==> src/rtl/corner_pkg.sv <==
// Shared FIFO entry layout and coordinate widths for the corner list path.
// Latency: none (types, constants and pure functions only).
// Backpressure: not applicable.
package corner_pkg;

  localparam int MASK_W  = 4;
  localparam int ROW_W   = 10;
  localparam int COL_W   = 9;
  localparam int X_W     = 12;
  localparam int ENTRY_W = 1 + MASK_W + ROW_W + COL_W;

  // One FIFO entry: a window's corner mask with its position, or an EOF marker
  typedef struct packed {
    logic              eof;
    logic [MASK_W-1:0] mask;
    logic [ROW_W-1:0]  row;
    logic [COL_W-1:0]  col;
  } entry_t;

  typedef enum logic {
    SER_IDLE,
    SER_EMIT
  } ser_state_t;

  // Index of the lowest set bit; the caller guarantees a non-zero mask
  function automatic logic [1:0] low_idx(input logic [MASK_W-1:0] m);
    logic [1:0] idx;
    idx = 2'd0;
    if (m[0])      idx = 2'd0;
    else if (m[1]) idx = 2'd1;
    else if (m[2]) idx = 2'd2;
    else if (m[3]) idx = 2'd3;
    return idx;
  endfunction

  function automatic logic [2:0] popcount4(input logic [MASK_W-1:0] m);
    return {2'b00, m[0]} + {2'b00, m[1]} + {2'b00, m[2]} + {2'b00, m[3]};
  endfunction

endpackage

==> src/rtl/corner_fifo.sv <==
// Generic synchronous FIFO, first-word-fall-through head on pop_dat.
// Latency: a push at edge N is visible on pop_dat / clears empty after edge N.
// Backpressure: caller must not push when full unless popping in the same cycle.
module corner_fifo #(
  parameter int W     = 24,
  parameter int DEPTH = 16
) (
  input  logic         core_clk,
  input  logic         rst,
  input  logic         push,
  input  logic [W-1:0] push_dat,
  input  logic         pop,
  output logic [W-1:0] pop_dat,
  output logic         full,
  output logic         empty
);

  localparam int AW = $clog2(DEPTH);

  logic [W-1:0]  mem [DEPTH];
  logic [AW-1:0] wr_ptr;
  logic [AW-1:0] rd_ptr;
  logic [AW:0]   count;

  assign pop_dat = mem[rd_ptr];
  assign empty   = (count == '0);
  assign full    = (count == (AW+1)'(DEPTH));

  // Storage write; on push+pop while full this lands in the slot being read out
  always_ff @(posedge core_clk) begin
    if (push) mem[wr_ptr] <= push_dat;
  end

  // Pointers and occupancy
  always_ff @(posedge core_clk) begin
    if (rst) begin
      wr_ptr <= '0;
      rd_ptr <= '0;
      count  <= '0;
    end else begin
      if (push) wr_ptr <= wr_ptr + AW'(1);
      if (pop)  rd_ptr <= rd_ptr + AW'(1);
      case ({push, pop})
        2'b10:   count <= count + (AW+1)'(1);
        2'b01:   count <= count - (AW+1)'(1);
        default: count <= count;
      endcase
    end
  end

endmodule

==> src/rtl/corner_list.sv <==
// Turns per-window corner masks into a serial (x,y) beat stream with a frame EOF beat.
// Latency: wv at cycle T into an empty, idle path gives out_valid at T+2.
// Backpressure: out_* held while out_valid & ~out_ready; FIFO buffers, overflow is counted as drops.
module corner_list
  import corner_pkg::*;
#(
  parameter int DEPTH = 16,
  parameter int X_OFS = 12,
  parameter int Y_OFS = 4
) (
  input  logic              c,
  input  logic              rst,
  input  logic              fv,
  input  logic              wv,
  input  logic [ROW_W-1:0]  row,
  input  logic [COL_W-1:0]  col,
  input  logic [MASK_W-1:0] corners,
  output logic              out_valid,
  input  logic              out_ready,
  output logic [X_W-1:0]    out_x,
  output logic [ROW_W-1:0]  out_y,
  output logic              out_eof,
  output logic [15:0]       corner_cnt,
  output logic [15:0]       drop_cnt
);

  logic fv_d1, fv_rise, fv_fall, eof_pend;
  logic data_req, space, eof_push, data_push, data_drop;
  logic fifo_push, fifo_pop, fifo_full, fifo_empty;
  entry_t push_entry, head;

  ser_state_t        state, state_nxt;
  logic [MASK_W-1:0] rem_mask, rem_mask_nxt, src_mask;
  logic [ROW_W-1:0]  rem_row, rem_row_nxt, src_row;
  logic [COL_W-1:0]  rem_col, rem_col_nxt, src_col;
  logic [1:0]        k;
  logic              out_valid_nxt, out_eof_nxt;
  logic [X_W-1:0]    out_x_nxt;
  logic [ROW_W-1:0]  out_y_nxt;
  logic              accept;
  logic [16:0]       drop_sum;

  // Window-centre x: {col,2'b00}+k is simply {col,k}
  function automatic logic [X_W-1:0] pix_x(input logic [COL_W-1:0] cl, input logic [1:0] kk);
    return {1'b0, cl, kk} - X_W'(X_OFS);
  endfunction

  assign fv_rise  = fv & ~fv_d1;
  assign fv_fall  = fv_d1 & ~fv;
  assign data_req = fv & wv & (|corners);
  // A same-cycle pop frees a slot before the push is judged
  assign space     = ~fifo_full | fifo_pop;
  // A pending EOF owns the write port so it never drops and stays ahead of the next frame
  assign eof_push  = eof_pend & space;
  assign data_push = data_req & space & ~eof_pend;
  assign data_drop = data_req & ~data_push;
  assign fifo_push = eof_push | data_push;

  // Build the entry to push: EOF marker carries an all-zero payload
  always_comb begin
    push_entry = '0;
    if (eof_push) begin
      push_entry.eof = 1'b1;
    end else begin
      push_entry.mask = corners;
      push_entry.row  = row;
      push_entry.col  = col;
    end
  end

  corner_fifo #(.W(ENTRY_W), .DEPTH(DEPTH)) u_fifo (
    .core_clk (c),
    .rst      (rst),
    .push     (fifo_push),
    .push_dat (push_entry),
    .pop      (fifo_pop),
    .pop_dat  (head),
    .full     (fifo_full),
    .empty    (fifo_empty)
  );

  // Frame edge detect and the EOF that waits for a free FIFO slot
  always_ff @(posedge c) begin
    if (rst) begin
      fv_d1    <= 1'b0;
      eof_pend <= 1'b0;
    end else begin
      fv_d1    <= fv;
      eof_pend <= fv_fall | (eof_pend & ~eof_push);
    end
  end

  // Serializer next state: advance whenever the output register is free or being accepted
  always_comb begin
    state_nxt     = state;
    rem_mask_nxt  = rem_mask;
    rem_row_nxt   = rem_row;
    rem_col_nxt   = rem_col;
    out_valid_nxt = out_valid;
    out_eof_nxt   = out_eof;
    out_x_nxt     = out_x;
    out_y_nxt     = out_y;
    fifo_pop      = 1'b0;
    src_mask      = rem_mask;
    src_row       = rem_row;
    src_col       = rem_col;
    k             = 2'd0;
    if (~out_valid | out_ready) begin
      if (state == SER_IDLE) begin
        src_mask = head.mask;
        src_row  = head.row;
        src_col  = head.col;
      end
      k = low_idx(src_mask);
      if (state == SER_EMIT || (!fifo_empty && !head.eof)) begin
        fifo_pop      = (state == SER_IDLE);
        out_valid_nxt = 1'b1;
        out_eof_nxt   = 1'b0;
        out_x_nxt     = pix_x(src_col, k);
        out_y_nxt     = src_row - ROW_W'(Y_OFS);
        rem_mask_nxt  = src_mask & (src_mask - MASK_W'(1));
        rem_row_nxt   = src_row;
        rem_col_nxt   = src_col;
        state_nxt     = (rem_mask_nxt != '0) ? SER_EMIT : SER_IDLE;
      end else if (!fifo_empty) begin
        fifo_pop      = 1'b1;
        out_valid_nxt = 1'b1;
        out_eof_nxt   = 1'b1;
        out_x_nxt     = '0;
        out_y_nxt     = '0;
        rem_mask_nxt  = '0;
        state_nxt     = SER_IDLE;
      end else begin
        out_valid_nxt = 1'b0;
        out_eof_nxt   = 1'b0;
      end
    end
  end

  // Serializer state, working mask and registered output beat
  always_ff @(posedge c) begin
    if (rst) begin
      state     <= SER_IDLE;
      rem_mask  <= '0;
      rem_row   <= '0;
      rem_col   <= '0;
      out_valid <= 1'b0;
      out_eof   <= 1'b0;
      out_x     <= '0;
      out_y     <= '0;
    end else begin
      state     <= state_nxt;
      rem_mask  <= rem_mask_nxt;
      rem_row   <= rem_row_nxt;
      rem_col   <= rem_col_nxt;
      out_valid <= out_valid_nxt;
      out_eof   <= out_eof_nxt;
      out_x     <= out_x_nxt;
      out_y     <= out_y_nxt;
    end
  end

  assign accept   = out_valid & out_ready;
  assign drop_sum = {1'b0, drop_cnt} + {14'd0, popcount4(corners)};

  // Per-frame saturating counters; frame start clear wins over any increment
  always_ff @(posedge c) begin
    if (rst || fv_rise) begin
      corner_cnt <= '0;
      drop_cnt   <= '0;
    end else begin
      if (accept && !out_eof && corner_cnt != 16'hFFFF) corner_cnt <= corner_cnt + 16'd1;
      if (data_drop) drop_cnt <= drop_sum[16] ? 16'hFFFF : drop_sum[15:0];
    end
  end

endmodule

==> config.mk <==
export PLATFORM = sky130hd
export DESIGN_NAME = corner_list
export DESIGN_NICKNAME = d
export VERILOG_FILES = /design/src/rtl/corner_pkg.sv /design/src/rtl/corner_fifo.sv /design/src/rtl/corner_list.sv
export SDC_FILE = /design/constraint.sdc
export NUM_CORES = 1
export LEC_CHECK = 0
export CAP_MARGIN = 25
export CORE_MARGIN = 3
export CORE_UTILIZATION = 55
export CTS_BUF_LIST = sky130_fd_sc_hd__clkbuf_8
export CTS_CLUSTER_SIZE = 8
export DETAILED_ROUTE_END_ITERATION = 12
export PLACE_DENSITY = 0.73
export SYNTH_ARGS = -nofsm -noshare
export SYNTH_HDL_FRONTEND = slang
export SYNTH_SLANG_ARGS = --single-unit
==> constraint.sdc <==
create_clock -name c -period 6 [get_ports c]
set_clock_uncertainty 0.1 [all_clocks]
set_input_delay 1.2 -clock c [delete_from_list [all_inputs] [get_ports c]]
set_output_delay 1.2 -clock c [all_outputs]
set_load 0.02 [all_outputs]
==> results of run 1 <==
## registers in the layout (all words and copies together), names as in the netlist, 5 cells and up, named ones only
signal	flops
rem_row	10
u_fifo.count	5
u_fifo.mem	384
out_y	10
out_x	12
rem_col	9
corner_cnt	16
drop_cnt	16
## cell usage after synthesis (9+ instances only)
master and number:
a211oi_1 15, a21oi_1 49, a22oi_1 14, and2_1 27, buf_2 9, buf_6 9, clkbuf_1 18, dfxtp_1 98
edfxtp_1 384, ha_1 14, inv_1 22, mux2i_1 37, mux4_1 10, mux4_2 83, nand2_1 68, nand3_1 19
nand4_1 13, nor2_1 102, nor3_1 9, o21ai_0 18, xnor2_1 17, xor2_1 22
## area by class of cell
type                    instances  area (µm²)
flip-flops and latches        482       13500
repair buffers                104        1021
clock buffers                  85        1170
well taps                     455       569.3
clock inverters                46       217.7
multi-input cells             633        5708
inverters                      23       86.33
fillers                      2394       12530
## final timing paths
check	start	endpoint	slack, ns	depth (start not counted)
worst min-delay path	out_y[0]	out_y[0]	0.35	2
worst max-delay path	corners[1]	u_fifo.mem[7][18]	1.98	8
worst max register to register	flop	out_x[9]	2.17	8
worst min register to register	out_y[0]	out_y[0]	0.35	2
## worst max-delay path: stages
cell             delay, ns
clkdlybuf4s50_1       0.51
inv_1                 0.13
ha_1                  0.20
a21oi_1               0.17
nor2_1                0.06
nor2_1                0.51
nand2_1               0.43
nor2_4                0.91
## where the power goes
| group | total (W) | internal (W) | switching (W) |
|---|---|---|---|
| clock | 0.00256 | 0.00133 | 0.00122 |
| combinational | 0.00225 | 0.000977 | 0.00127 |
| sequential | 0.00403 | 0.00381 | 0.000225 |
## per-layer routing
metal | vias to the layer above | global-route usage (%) | part of all wire [%]
li1 | 4915 | - | -
met1 | 5695 | 34.15 | 42
met2 | 436 | 36.77 | 48
met3 | 61 | 4.940 | 7.4
met4 | 0 | 7.420 | 2.4
met5 | - | 0 | 0
## stage by stage
stage          utilization (%)  setup WS (ns)  total power (W)  hold WS, ns
5_1_grt                  64.00          1.732         0.009234       0.3753
6_report                 64.00          1.984         0.008838       0.3518
4_1_cts                  63.87          1.977         0.008887       0.3566
3_5_place_dp             59.88          1.335         0.006333       0.3489
3_3_place_gp             59.88          1.431         0.006291       0.3409
2_1_floorplan                -          1.611         0.005671       0.3312
## cell families (layout without fill, tap and decap cells)
logic type | Yosys count | after routing | synth area share, %
buf+inv | 79 | 258 | 2.499
compound gates | 146 | 146 | 5.042
fa+ha+maj | 18 | 18 | 1.304
simple gates | 292 | 292 | 7.259
xor+xnor | 39 | 39 | 1.744
flops | 482 | 482 | 68.91
mux | 138 | 138 | 13.24
==> out/metrics.cfg, run 1 <==
[run_status]
status = complete, no violations

[clocking]
clk_latency_ns = 0.61
cts-buffers-inserted = 78
cts-htree-levels = 3
postCtsSetupBuffers = 0
cts_resized = 0
cts_tree = built
cts_root_buf = clkbuf_8
cts_num_sinks = 482
clock_path_buffers = 3
cts_hold_buf = 0
clk_pin_slew_ns = 0.05

[global_routing]
grt_pass1_vias = 10940
grt_pass1_wl_um = 67370
grt_max_degree = 46
overflow = 0
antenna_found_initial = 0
grt_usage_pct = 23.64

[drt]
first_pass_iters = 5
ant_nets = 0
drt_wl_total_um = 44690
wl_per_cell_um = 24.45
via_count = 11110
vias_per_cell = 6.076
drtIter0Drc = 1027
drc = 0

[synthesis]
syn_inst = 1194
ys_seq_elements = 482
synth_nets = 1240
synth_area_leaders = edfxtp_1, dfxtp_1, mux4_2
synth_cell_types = 70
synth_top_area_share_pct = 58.89
yosysTopAreaCell = edfxtp_1
syn_area_um2 = 19580
syn_area_per_cell_um2 = 16.40
synth_edf_count = 384
ys_seq_area_share_pct = 68.91
synthFlopType = edfxtp_1
synthArstFlopShare_pct = 0
ys_warn_count = 0

[placed_design]
globalplace.congestion = 0.8219
dp.cells = 1694
dp.final_hpwl_um = 27150
port_buffers = 83
placed_cell_area_um2 = 20840

[sta]
drv_slew = 0
fin_crit_ns = 4.016
rsz0062_at_grt = false
fmaxAchievable_mhz = 249.0
timing.final.crit_share_pct = 66.94
hold_viol_final = 0
setup_violations = 0
worst_slew_pin_slew_ns = 1.082
relSlewSlack_pct = 27.71
fin_tns_setup_ns = 0

[final_layout]
layout.nets = 1368
area_growth_pct = 13.75
final_cell_area_um2 = 22270
drive_gt1_share_pct = 17.33
antenna_cells = 0
final_cell_mix = edfxtp_1, dfxtp_1, nor2_1
final_cells = 1828
final_common_cell = edfxtp_1

[floorplanning]
start_util_pct = 56.27
die-height_um = 194.7
core_um2 = 34800
row_count = 68
die_x_um = 194.7
die_area_um2 = 37900
io_pins = 84

[worst_hold_path]
hp-class = reg -> reg

[setup_path]
cp_data_required_time_ns = 6.12
worst-path-max-fanout = 24
critPathLaunchType = input pin
worstSetupPathType = in -> reg
crit_path_end_kind = flop
cp.arrival_ns = 4.13

[job]
drv_cap = 0

[pwr]
p_leak_nw = 7.418
ir_worst_vdd_uv = 325.4
powerDensity_nw_per_um2 = 396.8

(Power assumes the default switching activity.)
==> run 2, diff against run 1 <==
--- a/config.mk
+++ b/config.mk
@@ -11,7 +11,7 @@
 export CTS_BUF_LIST = sky130_fd_sc_hd__clkbuf_8
 export CTS_CLUSTER_SIZE = 8
 export DETAILED_ROUTE_END_ITERATION = 12
-export PLACE_DENSITY = 0.73
+export PLACE_DENSITY = 0.76
 export SYNTH_ARGS = -nofsm -noshare
 export SYNTH_HDL_FRONTEND = slang
 export SYNTH_SLANG_ARGS = --single-unit
==> constraint.sdc (replaced) <==
create_clock -name c -period 3.3 [get_ports c]
set_clock_uncertainty 0.1 [all_clocks]
set_input_delay 0.66 -clock c [delete_from_list [all_inputs] [get_ports c]]
set_output_delay 0.66 -clock c [all_outputs]
set_load 0.02 [all_outputs]
==> out/metrics.cfg, run 2 (same netlist as run 1, synthesis figures left out) <==
[final_layout]
top_regs = u_fifo.mem x384, corner_cnt x16, drop_cnt x16  ; unchanged
area_growth_pct = 18.05  ; was 13.75%
final_cells = 1911  ; was 1828
layout.nets = 1442  ; was 1368
largest_register_ffs = 384  ; unchanged
drive_gt1_share_pct = 21.22  ; was 17.33%
final_cell_mix = edfxtp_1, dfxtp_1, nor2_1  ; unchanged
final_common_cell = edfxtp_1  ; unchanged
post-route-util_pct = 66.42  ; was 64.00%
fillers = 2313  ; was 2394
antenna_cells = 0  ; unchanged
largest-register = u_fifo.mem  ; unchanged

[sta]
rsz0062_at_grt = false  ; unchanged
drv_slew = 0  ; unchanged
timing.final.crit_share_pct = 90.79
setup_violations = 0  ; unchanged
relSlewSlack_pct = 51.16  ; was 27.71%
fin_crit_ns = 2.996
fin_tns_setup_ns = 0  ; unchanged
fmaxAchievable_mhz = 333.8
hold_viol_final = 0  ; unchanged
worst_slew_pin_slew_ns = 0.7317  ; was 1.082 ns
timing.final.ws_setup_ns = 0.3039  ; was 1.984 ns

[clocking]
clk_latency_ns = 0.59  ; was 0.61 ns
cts-htree-levels = 3  ; unchanged
cts_root_buf = clkbuf_8  ; unchanged
cts_resized = 0  ; unchanged
cts_tree = built  ; unchanged
cts_num_sinks = 482  ; unchanged
clock_path_buffers = 3  ; unchanged
cts_hold_buf = 0  ; unchanged
postCtsSetupBuffers = 0  ; unchanged
clk_pin_slew_ns = 0.06  ; was 0.05 ns
cts-buffers-inserted = 75  ; was 78

[setup_path]
slowest_delay_ns = 0.79  ; was 0.91 ns
crit_path_end_kind = flop  ; unchanged
reg2reg_slack_ns = 0.30  ; was 2.17 ns
crit_path_cell_trace = buf_4 -> or2_2 -> a21oi_1 -> a32o_1 -> nor2_1 -> inv_1 -> ha_1 -> nand4b_1 -> xnor2_1 -> a22o_1  ; was clkdlybuf4s50_1 -> inv_1 -> ha_1 -> a21oi_1 -> nor2_1 -> nor2_1 -> nand2_1 -> nor2_4
cp.arrival_ns = 3.36  ; was 4.13 ns
cp_data_required_time_ns = 3.67  ; was 6.12 ns
r2r_cells = 10  ; was 8
worstSetupPathType = reg -> reg  ; was in -> reg
worst-path-max-fanout = 9  ; was 24
slowest_stage = dfxtp_1  ; was nor2_4
critical-path-top-delay-family = flip-flops  ; was simple AND/OR/NAND/NOR gates
critPathLaunchType = flop  ; was input pin
crit_buf_inv = 2  ; unchanged
crit_cells = 10  ; was 8

[pwr]
pwr-share-comb_pct = 27.8  ; was 25.4%
clock_power_share_pct = 27.8  ; was 28.9%
ir_worst_vdd_uv = 373.5  ; was 325.4 µV
p_int_w = 0.01137  ; was 0.006120 W
power_switching_w = 0.004935  ; was 0.002717 W
p_leak_nw = 7.914  ; was 7.418 nW
p_sw_share_pct = 30.27  ; was 30.75%
powerDensity_nw_per_um2 = 705.4  ; was 396.8 nW/µm²
sequentialPowerShare_pct = 44.3  ; was 45.7%

[floorplanning]
die-height_um = 194.7  ; unchanged
io_pins = 84  ; unchanged
die_x_um = 194.7  ; unchanged
die_area_um2 = 37900  ; unchanged
core_um2 = 34800  ; unchanged
start_util_pct = 56.27  ; unchanged
row_count = 68  ; unchanged

[global_routing]
overflow = 0  ; unchanged
grt_usage_pct = 24.24  ; was 23.64%
grt_pass1_vias = 11600  ; was 10940
grt_pass1_wl_um = 69790  ; was 67370 µm
grt_max_degree = 31  ; was 46
antenna_found_initial = 0  ; unchanged

[drt]
vias_per_cell = 5.995  ; was 6.076
first_pass_iters = 6  ; was 5
drtIter0Drc = 1114  ; was 1027
via_count = 11460  ; was 11110
ant_nets = 0  ; unchanged
drc = 0  ; unchanged
drt_wl_total_um = 45600  ; was 44690 µm
wl_per_cell_um = 23.86  ; was 24.45 µm

[job]
drv_cap = 0  ; unchanged

[placed_design]
place_ws_ns = -0.2438  ; was 1.335 ns
dp.final_hpwl_um = 28900  ; was 27150 µm
globalplace.congestion = 0.8869  ; was 0.8219
dp.cells = 1774  ; was 1694
port_buffers = 83  ; unchanged

[worst_hold_path]
hp-class = in -> reg  ; was reg -> reg
whs_path_depth = 2  ; unchanged

[run_status]
status = complete, no violations  ; unchanged

## run 2: changes by cell type in the layout (fill, tap and decap cells not counted), sizes merged
cell	change
buf	+77
clkbuf	-4
clkinv	-6
clkinvlp	-1
inv	+17
## run 2: cell type report
class	instances	area (µm²)	share of cell area, %
flip-flops and latches	482	13500	58.41
multi-input cells	633	5720	24.75
repair buffers	181	1862	8.055
clock buffers	81	1115	4.823
well taps	455	569.3	2.463
clock inverters	56	261.5	1.131
inverters	23	86.33	0.3735
## run 2: power by group through the flow
stage | sequential (W) | combinational [W] | clock, W
after floorplan | 0.00733 | 0.00298 | 0
after global placement | 0.00733 | 0.00440 | 0
after detailed placement | 0.00734 | 0.00449 | 0
after CTS | 0.00722 | 0.00452 | 0.00463
after global routing | 0.00726 | 0.00491 | 0.00490
final | 0.00723 | 0.00454 | 0.00454
## run 2: path summary, 6_finish.rpt
kind,to,start
min,u_fifo.wr_ptr[0],rst
max,out_x[8],flop
max reg2reg,out_x[8],flop
min reg2reg,rem_row[6],rem_row[6]
## run 2: through the flow
| step | hold slack [ns] | area (µm²) | power [W] |
|---|---|---|---|
| finish | 0.3156 | 23110 | 0.01631 |
| global route | 0.3102 | 23110 | 0.01707 |
| floorplan | 0.3312 | 19590 | 0.01031 |
| CTS | 0.2987 | 23110 | 0.01638 |
| global placement | 0.3398 | 21740 | 0.01174 |
| detailed placement | 0.3452 | 21740 | 0.01184 |
## run 2: metal layers
metal | GRT usage, % | part of all wire, % | wire length [µm]
met1 | 33.28 | 40 | 18220
met2 | 38.16 | 48 | 21920
met3 | 5.703 | 8.3 | 3794
met4 | 9.574 | 3.7 | 1669
met5 | 0 | 0 | 0
